`config.mk`:
```
export PLATFORM = sky130hd
export DESIGN_NAME = serdes_rx_frame_parser
export DESIGN_NICKNAME = d
export VERILOG_FILES = /design/src/rtl/serdes_rx_pkg.sv /design/src/rtl/serdes_rx_csum16.sv /design/src/rtl/serdes_rx_frame_parser.sv
export SDC_FILE = /design/constraint.sdc
export NUM_CORES = 1
export LEC_CHECK = 0
export BUFFER_PORTS_ARGS = -buffer_cell sky130_fd_sc_hd__buf_2
export CAP_MARGIN = 5
export CELL_PAD_IN_SITES_DETAIL_PLACEMENT = 0
export CELL_PAD_IN_SITES_GLOBAL_PLACEMENT = 2
export CORE_AREA = 2 2 123 125
export DETAILED_ROUTE_END_ITERATION = 10
export DIE_AREA = 0 0 125 127
export HOLD_SLACK_MARGIN = 0.12
export PLACE_DENSITY = 0.76
export SLEW_MARGIN = 40
export SYNTH_ARGS = -nofsm -noshare
export SYNTH_HDL_FRONTEND = slang
export SYNTH_SLANG_ARGS = --single-unit
```
`constraint.sdc`:
```
create_clock -name I_serdes_rx_clk -period 2.8 [get_ports I_serdes_rx_clk]
set_clock_uncertainty 0.15 [all_clocks]
set_input_delay 0.42 -clock I_serdes_rx_clk [delete_from_list [all_inputs] [get_ports I_serdes_rx_clk]]
set_output_delay 0.42 -clock I_serdes_rx_clk [all_outputs]
set_load 0.01 [all_outputs]
```
`src/rtl/serdes_rx_pkg.sv`:
```
// Shared constants for the SERDES receive frame parser: FSM state encoding,
// error codes, default frame header and a saturating counter helper.
package serdes_rx_pkg;

    // Parser state encoding
    localparam logic [1:0] ST_IDLE    = 2'd0;
    localparam logic [1:0] ST_LEN     = 2'd1;
    localparam logic [1:0] ST_PAYLOAD = 2'd2;
    localparam logic [1:0] ST_CSUM    = 2'd3;

    // Error codes reported on O_err_code
    localparam logic [1:0] ERR_NONE  = 2'b00;
    localparam logic [1:0] ERR_LEN   = 2'b01;
    localparam logic [1:0] ERR_CSUM  = 2'b10;
    localparam logic [1:0] ERR_ABORT = 2'b11;

    // Default frame header word
    localparam logic [15:0] HDR_DEFAULT = 16'hA55A;

    // Increment that sticks at all-ones instead of wrapping
    function automatic logic [15:0] sat_inc16(input logic [15:0] v);
        return (v == 16'hFFFF) ? v : v + 16'd1;
    endfunction

endpackage

```
`src/rtl/serdes_rx_csum16.sv`:
```
// 16-bit modulo-2^16 checksum accumulator: clear, seed (load) or add.
module serdes_rx_csum16 (
    input  logic        I_serdes_rx_clk,
    input  logic        I_rst_n,
    input  logic        I_clear,
    input  logic        I_seed,
    input  logic        I_add_en,
    input  logic [15:0] I_data,
    output logic [15:0] O_sum
);

    logic [15:0] sum_q;
    logic [15:0] sum_d;

    // Next accumulator value; clear beats seed beats add
    always_comb begin
        // NOTE: every variable written here gets a default first, so no path can infer a latch.
        sum_d = sum_q;
        if (I_clear) begin
            sum_d = '0;
        end else if (I_seed) begin
            sum_d = I_data;
        end else if (I_add_en) begin
            sum_d = sum_q + I_data;  // carry out is intentionally dropped
        end
    end

    // Accumulator register
    always_ff @(posedge I_serdes_rx_clk or negedge I_rst_n) begin
        // NOTE: non-blocking assignments so every flop samples pre-edge values regardless of block order.
        if (!I_rst_n) begin
            sum_q <= '0;
        end else begin
            sum_q <= sum_d;
        end
    end

    assign O_sum = sum_q;

endmodule

```
`src/rtl/serdes_rx_frame_parser.sv`:
```
// Receive frame parser: HDR, LEN, L payload words, CSUM. Streams payload with
// sof/eof, pulses ok/err per frame, and aborts on idle timeout or link loss.
module serdes_rx_frame_parser
    import serdes_rx_pkg::*;
#(
    parameter logic [15:0] P_HDR     = HDR_DEFAULT,
    parameter int          P_MAX_LEN = 256,
    parameter int          P_TIMEOUT = 1023
) (
    input  logic        I_serdes_rx_clk,
    input  logic        I_rst_n,
    input  logic [15:0] I_user_data,
    input  logic        I_data_ena,
    input  logic        I_rx_link,
    output logic [15:0] O_pl_data,
    output logic        O_pl_valid,
    output logic        O_pl_sof,
    output logic        O_pl_eof,
    output logic        O_frame_ok,
    output logic        O_frame_err,
    output logic [1:0]  O_err_code,
    output logic [15:0] O_frame_cnt,
    output logic [15:0] O_err_cnt
);

    localparam int REM_W = $clog2(P_MAX_LEN) + 1;
    localparam int TO_W  = $clog2(P_TIMEOUT + 1);
    // Gap count seen on the cycle that completes P_TIMEOUT consecutive gaps
    localparam logic [TO_W-1:0] TO_LAST = TO_W'(P_TIMEOUT - 1);

    logic [1:0]       state_q,     state_d;
    logic [REM_W-1:0] rem_q,       rem_d;
    logic [TO_W-1:0]  gap_q,       gap_d;
    logic             first_q,     first_d;
    logic [15:0]      pl_data_q,   pl_data_d;
    logic             pl_valid_q,  pl_valid_d;
    logic             pl_sof_q,    pl_sof_d;
    logic             pl_eof_q,    pl_eof_d;
    logic             frame_ok_q,  frame_ok_d;
    logic             frame_err_q, frame_err_d;
    logic [1:0]       err_code_q,  err_code_d;
    logic [15:0]      frame_cnt_q, frame_cnt_d;
    logic [15:0]      err_cnt_q,   err_cnt_d;

    logic        csum_clear, csum_seed, csum_add;
    logic [15:0] csum_sum;
    logic        in_frame, abort, len_ok;

    serdes_rx_csum16 u_csum (
        .I_serdes_rx_clk (I_serdes_rx_clk),
        .I_rst_n         (I_rst_n),
        .I_clear         (csum_clear),
        .I_seed          (csum_seed),
        .I_add_en        (csum_add),
        .I_data          (I_user_data),
        .O_sum           (csum_sum)
    );

    // Frame FSM, payload staging, response pulses and counters
    always_comb begin
        state_d     = state_q;
        rem_d       = rem_q;
        first_d     = first_q;
        pl_data_d   = pl_data_q;
        pl_valid_d  = 1'b0;
        pl_sof_d    = 1'b0;
        pl_eof_d    = 1'b0;
        frame_ok_d  = 1'b0;
        frame_err_d = 1'b0;
        err_code_d  = err_code_q;
        csum_clear  = 1'b0;
        csum_seed   = 1'b0;
        csum_add    = 1'b0;

        in_frame = (state_q != ST_IDLE);
        len_ok   = (I_user_data != 16'd0) && (32'(I_user_data) <= 32'(P_MAX_LEN));
        // Timeout and link loss share one abort path, so a coincidence gives one pulse
        abort    = in_frame && (!I_rx_link || (!I_data_ena && gap_q == TO_LAST));
        gap_d    = (in_frame && !I_data_ena) ? gap_q + TO_W'(1) : '0;

        if (abort) begin
            state_d     = ST_IDLE;
            frame_err_d = 1'b1;
            err_code_d  = ERR_ABORT;
            csum_clear  = 1'b1;
            gap_d       = '0;
        end else if (I_data_ena) begin
            case (state_q)
                ST_IDLE: begin
                    if (I_rx_link && I_user_data == P_HDR) begin
                        state_d = ST_LEN;
                    end
                end
                ST_LEN: begin
                    csum_seed = 1'b1;
                    rem_d     = I_user_data[REM_W-1:0];
                    first_d   = 1'b1;
                    if (len_ok) begin
                        state_d = ST_PAYLOAD;
                    end else begin
                        state_d     = ST_IDLE;
                        frame_err_d = 1'b1;
                        err_code_d  = ERR_LEN;
                    end
                end
                ST_PAYLOAD: begin
                    csum_add   = 1'b1;
                    pl_valid_d = 1'b1;
                    pl_data_d  = I_user_data;
                    pl_sof_d   = first_q;
                    pl_eof_d   = (rem_q == REM_W'(1));
                    first_d    = 1'b0;
                    rem_d      = rem_q - REM_W'(1);
                    if (rem_q == REM_W'(1)) begin
                        state_d = ST_CSUM;
                    end
                end
                ST_CSUM: begin
                    state_d = ST_IDLE;
                    if (I_user_data == csum_sum) begin
                        frame_ok_d = 1'b1;
                    end else begin
                        frame_err_d = 1'b1;
                        err_code_d  = ERR_CSUM;
                    end
                end
                default: state_d = ST_IDLE;
            endcase
        end

        frame_cnt_d = frame_ok_d  ? sat_inc16(frame_cnt_q) : frame_cnt_q;
        err_cnt_d   = frame_err_d ? sat_inc16(err_cnt_q)   : err_cnt_q;
    end

    // State and output registers; reset drops any partial frame silently
    always_ff @(posedge I_serdes_rx_clk or negedge I_rst_n) begin
        if (!I_rst_n) begin
            state_q     <= ST_IDLE;
            rem_q       <= '0;
            gap_q       <= '0;
            first_q     <= 1'b0;
            pl_data_q   <= '0;
            pl_valid_q  <= 1'b0;
            pl_sof_q    <= 1'b0;
            pl_eof_q    <= 1'b0;
            frame_ok_q  <= 1'b0;
            frame_err_q <= 1'b0;
            err_code_q  <= ERR_NONE;
            frame_cnt_q <= '0;
            err_cnt_q   <= '0;
        end else begin
            state_q     <= state_d;
            rem_q       <= rem_d;
            gap_q       <= gap_d;
            first_q     <= first_d;
            pl_data_q   <= pl_data_d;
            pl_valid_q  <= pl_valid_d;
            pl_sof_q    <= pl_sof_d;
            pl_eof_q    <= pl_eof_d;
            frame_ok_q  <= frame_ok_d;
            frame_err_q <= frame_err_d;
            err_code_q  <= err_code_d;
            frame_cnt_q <= frame_cnt_d;
            err_cnt_q   <= err_cnt_d;
        end
    end

    assign O_pl_data   = pl_data_q;
    assign O_pl_valid  = pl_valid_q;
    assign O_pl_sof    = pl_sof_q;
    assign O_pl_eof    = pl_eof_q;
    assign O_frame_ok  = frame_ok_q;
    assign O_frame_err = frame_err_q;
    assign O_err_code  = err_code_q;
    assign O_frame_cnt = frame_cnt_q;
    assign O_err_cnt   = err_cnt_q;

endmodule
```
# [Word level (Yosys, flattened, before mapping)]
# Cells that the tools add are included.
[classes] div=0 n_mul=0 magnitude_cmp=1 n_mux=40 add_sub_neg=5 bitwise=3 n_reduce_logical=21 n_eq_ne=13 n_shift=0
[ops] cell="$eq A16 B16 Y1 const B" count=3
[ops] cell="$mux W16" count=3
[ops] cell="$add A16 B1 Y16 const B" count=2
[ops] cell="$mux W1" count=21
[ops] cell="$mux W10" count=2
[ops] cell="$mux W2" count=9
[ops] cell="$pmux W9 S2" count=1
[ops] cell="$add A16 B16 Y16" count=1
[ops] cell="$eq A16 B16 Y1" count=1
[ops] cell="$le A16 B9 Y1 const B" count=1
[ops] cell="$reduce_bool A16 Y1" count=1
[ops] cell="$ne A3 B3 Y1 const B" count=4
[ops] cell="$add A10 B1 Y10 const B" count=1
[ops] cell="$eq A10 B10 Y1 const B" count=1
[ops] cell="$eq A9 B1 Y1 const B" count=1
[ops] cell="$reduce_and A3 Y1" count=3
[ops] cell="$sub A9 B1 Y9 const B" count=1
[ops] cell="$pmux W2 S4" count=1
[ops] cell="$reduce_bool A2 Y1" count=3
[ops] cell="$reduce_bool A3 Y1" count=2
[ops] cell="$logic_and A1 B1 Y1" count=5
[ops] cell="$eq A2 B2 Y1 const B" count=2
[ops] cell="$pmux W1 S2" count=2
[ops] cell="$pmux W2 S2" count=1
[ops] cell="other kinds (7)" count=11
[totals] in_bits=20 out_inout_bits=55 n_memories=0 latchBits=0 mem_bits_rw=0 romBits=0 ff_bits=93

# [Depth between registers and ports, before layout]
# Gate-level depths: netlist of run 1.
[depth] ltp_word=8 ltp_mapped=11 depth_no_buf=10

# [Modules after synthesis]
# A second synthesis of run 1 with hierarchy kept.
[hier_totals] cells_unflattened=544 area_unflattened_um2=5396.4
[modules_own_cells] mod="serdes_rx_frame_parser" cells_each=363 area_per_inst_um2=3853.7 instances=1
[modules_own_cells] mod="serdes_rx_csum16" cells_each=181 area_per_inst_um2=1542.7 instances=1

# [Worst setup path after synthesis of run 1]
# Ideal clock, no wire load.
[synth_path] path_type="input-to-reg" start="input I_user_data[5]" end="register frame_cnt_q[14], in the netlist O_frame_cnt[14]" stages=9 path_slack_ns=0.173 setup_time_ns=0.126 arrival_ns=2.351 cell_sequence="ha_1 -> nor4_1 -> nand4_1 -> nor4_2 -> nand4_1 -> a31oi_2 -> buf_2 -> nand4_1 -> xnor2_1"
[synth_via] elab_chain_cells=6
[synth_rtl] element="from (decl)" line_no="serdes_rx_frame_parser.sv:12" text="input logic [15:0] I_user_data,"
[synth_rtl] element="$eq A16 B16 Y1" line_no="serdes_rx_frame_parser.sv:120" text="if (I_user_data == csum_sum) begin"
[synth_rtl] element="$mux W1" line_no="serdes_rx_frame_parser.sv:120"
[synth_rtl] element="$mux W1" line_no="serdes_rx_frame_parser.sv:88" text="case (state_q)"
[synth_rtl] element="$mux W1" line_no="serdes_rx_frame_parser.sv:87" text="end else if (I_data_ena) begin"
[synth_rtl] element="$mux W1" line_no="serdes_rx_frame_parser.sv:81" text="if (abort) begin"
[synth_rtl] element="$reduce_and A2 Y1 (no source line)"
[synth_rtl] element="to (signal assigned)" line_no="serdes_rx_frame_parser.sv:163" text="frame_cnt_q <= frame_cnt_d;"
[synth_rtl] element="to (decl)" line_no="serdes_rx_frame_parser.sv:42" text="logic [15:0] frame_cnt_q, frame_cnt_d;"
# Every way passes these cells.
# A chain may end at the register's enable or synchronous reset.

# [Worst setup path in the final report of run 1]
[layout_path] start="register u_csum.sum_q[11], in the netlist u_csum.O_sum[11]" end="register frame_cnt_q[11], in the netlist O_frame_cnt[11]"
[layout_via] elab_chain_cells=6
[layout_rtl] element="from (decl)" line_no="serdes_rx_csum16.sv:12" text="logic [15:0] sum_q;"
[layout_rtl] element="from (signal assigned)" line_no="serdes_rx_csum16.sv:34" text="sum_q <= sum_d;"
[layout_rtl] element="$eq A16 B16 Y1" line_no="serdes_rx_frame_parser.sv:120"
[layout_rtl] element="$mux W1" line_no="serdes_rx_frame_parser.sv:120"
[layout_rtl] element="$mux W1" line_no="serdes_rx_frame_parser.sv:88"
[layout_rtl] element="$mux W1" line_no="serdes_rx_frame_parser.sv:87"
[layout_rtl] element="$mux W1" line_no="serdes_rx_frame_parser.sv:81"
[layout_rtl] element="$reduce_and A2 Y1 (no source line)"
# Every way passes these cells.

==> impl_metrics.yaml, run 1 <==
global_route:
  overflow: 0
  antenna_found_initial: 0
  grt_pass1_wl_um: 23300
  grt_start_max_net_pins: 44
  grt_usage: 0.183
  grt_pass1_vias: 4530
synth:
  avgSynthCellArea_um2: 9.53
  syn-cell-area_mm2: 0.00515
  synth-seq-cells: 93
  async_flop_share: 1.00
  synth.distinct_cells: 61
  syn_inst: 540
  synth_flop_cell: "dfrtp_1"
  yosys-top-cells-area: "dfrtp_1 45%, ha_1 6.3%, nand2_1 6.2%, xnor2_1 6.0%, o21ai_0 3.3%"
  synth.net_count: 587
  yosysTopAreaCell: "dfrtp_1"
  yosysSeqAreaShare: 0.452
  ys.warnings.count: 0
  synth.top_cell.area_share: 0.452
  synth_edf_count: 0
route:
  first_pass_iters: 4
  ant_nets: 0
  postRouteWirelength_um: 13700
  avgViaCountPerCell: 5.21
  avgRoutedWirePerCell_um: 16.2
  drc: 0
  drtIter0Drc: 206
  vias: 4385
power_and_ir_drop:
  power_density_mw_per_mm2: 819
  p_comb_frac: 0.397
  p_switching_mw: 1.92
  p_leak_nw: 3.12
  seq_power_share: 0.345
  clkPwrFrac: 0.258
  fin_total_pwr_mw: 5.31
  peakVddDrop_v: 0.000349
  power_switching_share: 0.362
  internal_power_mw: 3.39
cts:
  cts_max_path_buffers: 2
  clkSlewWorstSetupHoldPaths_ns: 0.07
  htreeDepth: 3
  cts_tree: "yes"
  cts_root_buf: "clkbuf_16"
  cts.sinks: 93
  cts-buffers-inserted: 9
  clkLatencyLatePin_ns: 0.35
setup_path:
  cp_data_required_time_ns: 2.89
  arrival_ns: 2.72
  rr_worst_depth: 10
  crit_type: "flip-flop to flip-flop"
  worstReg2RegEnd: "O_frame_cnt[11]"
  cp-end-kind: "flip-flop"
  rrSetupSlack_ns: 0.17
  r2r_start: "u_csum.O_sum[11]"
  startpoint_type: "flip-flop"
  crit_fanout: 8
floorplan:
  num_io_pins: 75
  dieHeight_um: 127
  row_count: 44
  fp.dieArea_mm2: 0.0159
  core_area_mm2: 0.0144
  die_w_um: 125
  start_util: 0.357
cells_and_area:
  fin_area_mm2: 0.00648
  post-route-util: 0.450
  drive_gt1_frac: 0.246
  mostFrequentLayoutCell: "dfrtp_1"
  syn_to_final_growth_pct: 26.0
  n_antenna_cell: 0
  instances_no_fill: 842
  nets: 700
  mostFrequentLayoutCells: "93 x dfrtp_1, 85 x nand2_1, 73 x buf_2, 45 x buf_4, 35 x xnor2_1"
  fill_cells: 1407
worst_hold_path:
  min_to: "O_pl_data[9]"
  timing.hold.worst_path_depth: 3
  hold_path_class: "input port to flip-flop"
  hp-start: "I_user_data[9]"
run:
  maxCapViolations: 0
placement:
  pre_cts_slack_ns: -0.263
  port_buffers: 74
  gp_congestion: 0.821
  placed_area_mm2: 0.00600
  hpwl_um: 9960
  place_inst: 821
sta:
  finalSetupViolCount: 0
  tightestPinTransition_ns: 0.607
  holdWs_ns: 0.195
  slew_headroom: 0.596
  setup_slack_ns: 0.171
  rsz0062_at_grt: "no"
  period_share: 0.939
  setup-tns-final_ns: 0
  slew_violations: 0
  fin_crit_ns: 2.63
  final-hold-violation-count: 0
  timing.fmax_ghz: 0.380
run_status:
  status: "finished, final reports clean"
## power groups by stage
| stage | Combinational, mW | Sequential [mW] | Clock [mW] |
|---|---|---|---|
| floorplan | 1.38 | 1.79 | 0 |
| global placement | 1.95 | 1.83 | 0 |
| detailed placement | 1.98 | 1.84 | 0 |
| CTS | 2.08 | 1.83 | 1.41 |
| global route | 2.39 | 1.88 | 1.47 |
| finish | 2.11 | 1.83 | 1.37 |
## cell families after synthesis
family          Yosys count  share of synthesized area
buf+inv                  35                     0.0294
mux                       8                     0.0173
xor+xnor                 47                     0.0800
compound gates          121                      0.152
simple gates            209                      0.202
flops                    93                      0.452
fa+ha+maj                27                     0.0671
## per-layer routing
metal  vias up  share of wire  track usage
li1       2162              -            -
met1      2144           0.48        0.251
met2        67           0.47        0.286
met3        12          0.038       0.0385
met4         0          0.013       0.0654
met5         -              0            0
## final cells by class
type	count	area, um2	area share
repair buffers	121	753	0.116
clock buffers	10	239	0.0369
clock inverters	6	93.8	0.0145
multi-input cells	412	2780	0.429
flip-flops and latches	93	2330	0.359
inverters	16	60.1	0.00926
well taps	184	230	0.0355
## state kept, by name, summed over array words and instances, names as in the netlist, 2 cells and up
name,flops
state_q,2
O_err_cnt,16
O_pl_data,16
O_err_code,2
rem_q,9
u_csum.O_sum,16
gap_q,10
O_frame_cnt,16
## Yosys cell counts (all sizes together), types with 3 or more instances
cell type	count
nor4	9
xor2	12
o211ai	3
o21ai	34
o21a	4
mux2i	4
o22ai	7
a211oi	3
o221ai	4
mux2	4
a31oi	5
nand2b	5
nand3	20
nor2b	4
buf	7
o31ai	6
a21o	10
a21oi	29
ha	26
nor3b	3
xnor2	35
and3	15
nand2	85
dfrtp	93
nor2	30
nor3	7
and2	3
inv	16
clkbuf	12
nand4	19
## what timing repair did
item	in CTS	in global routing
hold buffers	1	0
pin swaps	5	2
hold endpoints to repair	41	0
buffers inserted	5	0
gates resized for setup	9	4
endpoints found under the setup margin	9	17
## critical path, stage by stage, from the launching register on
cell,delay [ns]
dfrtp_1,0.39
ha_1,0.33
nor4_2,0.27
nand4_1,0.13
nor4_2,0.24
nand4_1,0.22
a31oi_2,0.24
buf_12,0.15
buf_4,0.15
nand3_1,0.10
xnor2_1,0.14
## worst max-delay path by stage
stage | from | endpoint | slack [ns] | depth (start not counted)
CTS | u_csum.O_sum[1] | O_frame_cnt[11] | 0.03 | 10
detailed placement | I_user_data[12] | O_frame_cnt[1] | -0.26 | 10
global route | u_csum.O_sum[11] | O_frame_cnt[15] | 0.006 | 10
floorplan | I_user_data[5] | O_frame_cnt[14] | 0.17 | 9
global placement | I_user_data[12] | O_frame_cnt[1] | -0.20 | 10
finish | u_csum.O_sum[11] | O_frame_cnt[11] | 0.17 | 10
(Power assumes the default switching activity.)
==> inputs of run 2 (changes only) <==
- BUFFER_PORTS_ARGS: -buffer_cell sky130_fd_sc_hd__buf_2 -> -buffer_cell sky130_fd_sc_hd__clkbuf_2
==> run 2 against run 1 <==
Compared with the run above:
- die area unchanged
- via count fell by 0.23%
- power shrank 3.9%
- utilization down 0.087 points
- first-iteration DRC count is 34% higher
- sequential power about the same
- critical path type unchanged
==> impl_metrics.yaml, run 2 (same netlist as run 1, synthesis figures left out) <==
cells_and_area:
  syn_to_final_growth_pct: 25.7
  n_antenna_cell: 0
  drive_gt1_frac: 0.248
  nets: 704
  mostFrequentLayoutCell: "dfrtp_1"
  mostFrequentLayoutCells: "93 x dfrtp_1, 85 x nand2_1, 73 x clkbuf_2, 49 x buf_4, 35 x xnor2_1"
run:
  maxCapViolations: 0
setup_path:
  crit_family: "simple AND/OR/NAND/NOR gates"
  crit_fanout: 3
  critPathBufInv: 3
  slowest_delay_ns: 0.40
  startpoint_type: "flip-flop"
  crit_type: "flip-flop to flip-flop"
  arrival_ns: 2.75
  worstReg2RegEnd: "O_err_cnt[15]"
  cp-end-kind: "flip-flop"
  path_cells: "ha_1 -> nor4_4 -> nand4_1 -> nor4_4 -> buf_4 -> buf_4 -> buf_4 -> o221a_4 -> nor3b_2 -> nand3_1 -> mux2_4"
  rr_worst_depth: 11
  cpMaxStageDelayCell: "dfrtp_1"
  critical_path.most_common_cell: "buf_4"
  cp_data_required_time_ns: 2.89
  rrSetupSlack_ns: 0.14
  r2r_start: "u_csum.O_sum[14]"
run_status:
  status: "finished, final reports clean"
sta:
  final-hold-violation-count: 0
  finalSetupViolCount: 0
  slew_headroom: 0.634
  timing.fmax_ghz: 0.376
  holdWs_ns: 0.240
  period_share: 0.950
  slew_violations: 0
  setup_slack_ns: 0.139
  tightestPinTransition_ns: 0.544
  fin_crit_ns: 2.66
global_route:
  grt_usage: 0.179
  grt_pass1_wl_um: 22900
  grt_pass1_vias: 4418
  overflow: 0
  antenna_found_initial: 0
  grt_start_max_net_pins: 38
cts:
  htreeDepth: 3
  cts_max_path_buffers: 2
  clkLatencyLatePin_ns: 0.35
  cts.sinks: 93
  cts_tree: "yes"
  clkSlewWorstSetupHoldPaths_ns: 0.07
  cts_root_buf: "clkbuf_16"
  cts-buffers-inserted: 9
worst_hold_path:
  hold_path_class: "input port to flip-flop"
  min_to: "O_pl_data[10]"
  timing.hold.worst_path_depth: 3
  hp-start: "I_user_data[10]"
floorplan:
  fp.dieArea_mm2: 0.0159
  dieHeight_um: 127
  die_w_um: 125
  core_area_mm2: 0.0144
  start_util: 0.357
  row_count: 44
  num_io_pins: 75
route:
  vias: 4375
  drtIter0Drc: 276
  first_pass_iters: 5
  avgRoutedWirePerCell_um: 16.1
  ant_nets: 0
  postRouteWirelength_um: 13600
  avgViaCountPerCell: 5.17
  drc: 0
placement:
  port_buffers: 74
  hpwl_um: 10100
  gp_congestion: 0.820
  pre_cts_slack_ns: -0.277
power_and_ir_drop:
  power_density_mw_per_mm2: 788
  p_leak_nw: 3.07
  peakVddDrop_v: 0.000477
==> run 2: worst max path at each step <==
stage | from | endpoint | slack, ns | depth (start not counted)
after floorplan | I_user_data[5] | O_frame_cnt[14] | 0.17 | 9
after detailed placement | I_user_data[12] | O_frame_cnt[1] | -0.28 | 10
after global routing | u_csum.O_sum[2] | O_frame_cnt[15] | -0.005 | 10
after CTS | u_csum.O_sum[4] | O_frame_cnt[15] | 0.003 | 10
final | u_csum.O_sum[14] | O_err_cnt[15] | 0.14 | 11
after global placement | I_user_data[12] | O_frame_cnt[1] | -0.21 | 10
==> run 2: per-stage QoR <==
stage | power (mW) | cell area, um2 | utilization | TNS (ns) | std cells
global route | 5.50 | 6470 | 0.449 | -0.00474 | 846
floorplan | 3.18 | 5150 | - | 0 | 540
finish | 5.10 | 6470 | 0.449 | 0 | 846
detailed placement | 3.83 | 6030 | 0.418 | -3.38 | 825
CTS | 5.12 | 6450 | 0.447 | 0 | 845
global placement | 3.81 | 6030 | 0.418 | -1.95 | 825
==> run 2: final cells by class <==
| cell class | count | area (um2) |
|---|---|---|
| clock buffer | 11 | 233 |
| clock inverter | 5 | 37.5 |
| fill | 1453 | 7950 |
| inverter | 16 | 60.1 |
| multi-input combinational | 412 | 2800 |
| sequential | 93 | 2330 |
| tap | 184 | 230 |
| timing repair buffer | 125 | 783 |
==> run 2: report_power, final <==
group          internal [mW]  switching, mW
Combinational          0.994           1.13
Sequential              1.59          0.247
Clock                  0.604          0.533
Total                   3.19           1.91
==> run 2: worst min-delay path: cells and delay by family <==
kind	cells	cell delay, ns
and+or+nand+nor	2	0.12
buffers and inverters	1	0.15
==> run 2: layer usage <==
metal,share of wire,vias up,GRT usage
li1,-,2158,-
met1,0.48,2139,0.247
met2,0.47,68,0.288
met3,0.035,10,0.0289
met4,0.010,0,0.0614
met5,0,-,0
==> run 2: timing repair <==
item | CTS | global route
hold endpoints to repair | 34 | 0
setup buffers | 5 | 1
resized for setup | 13 | 2
setup endpoints to repair | 16 | 18
hold buffers | 1 | 0
pin swaps | 7 | 3
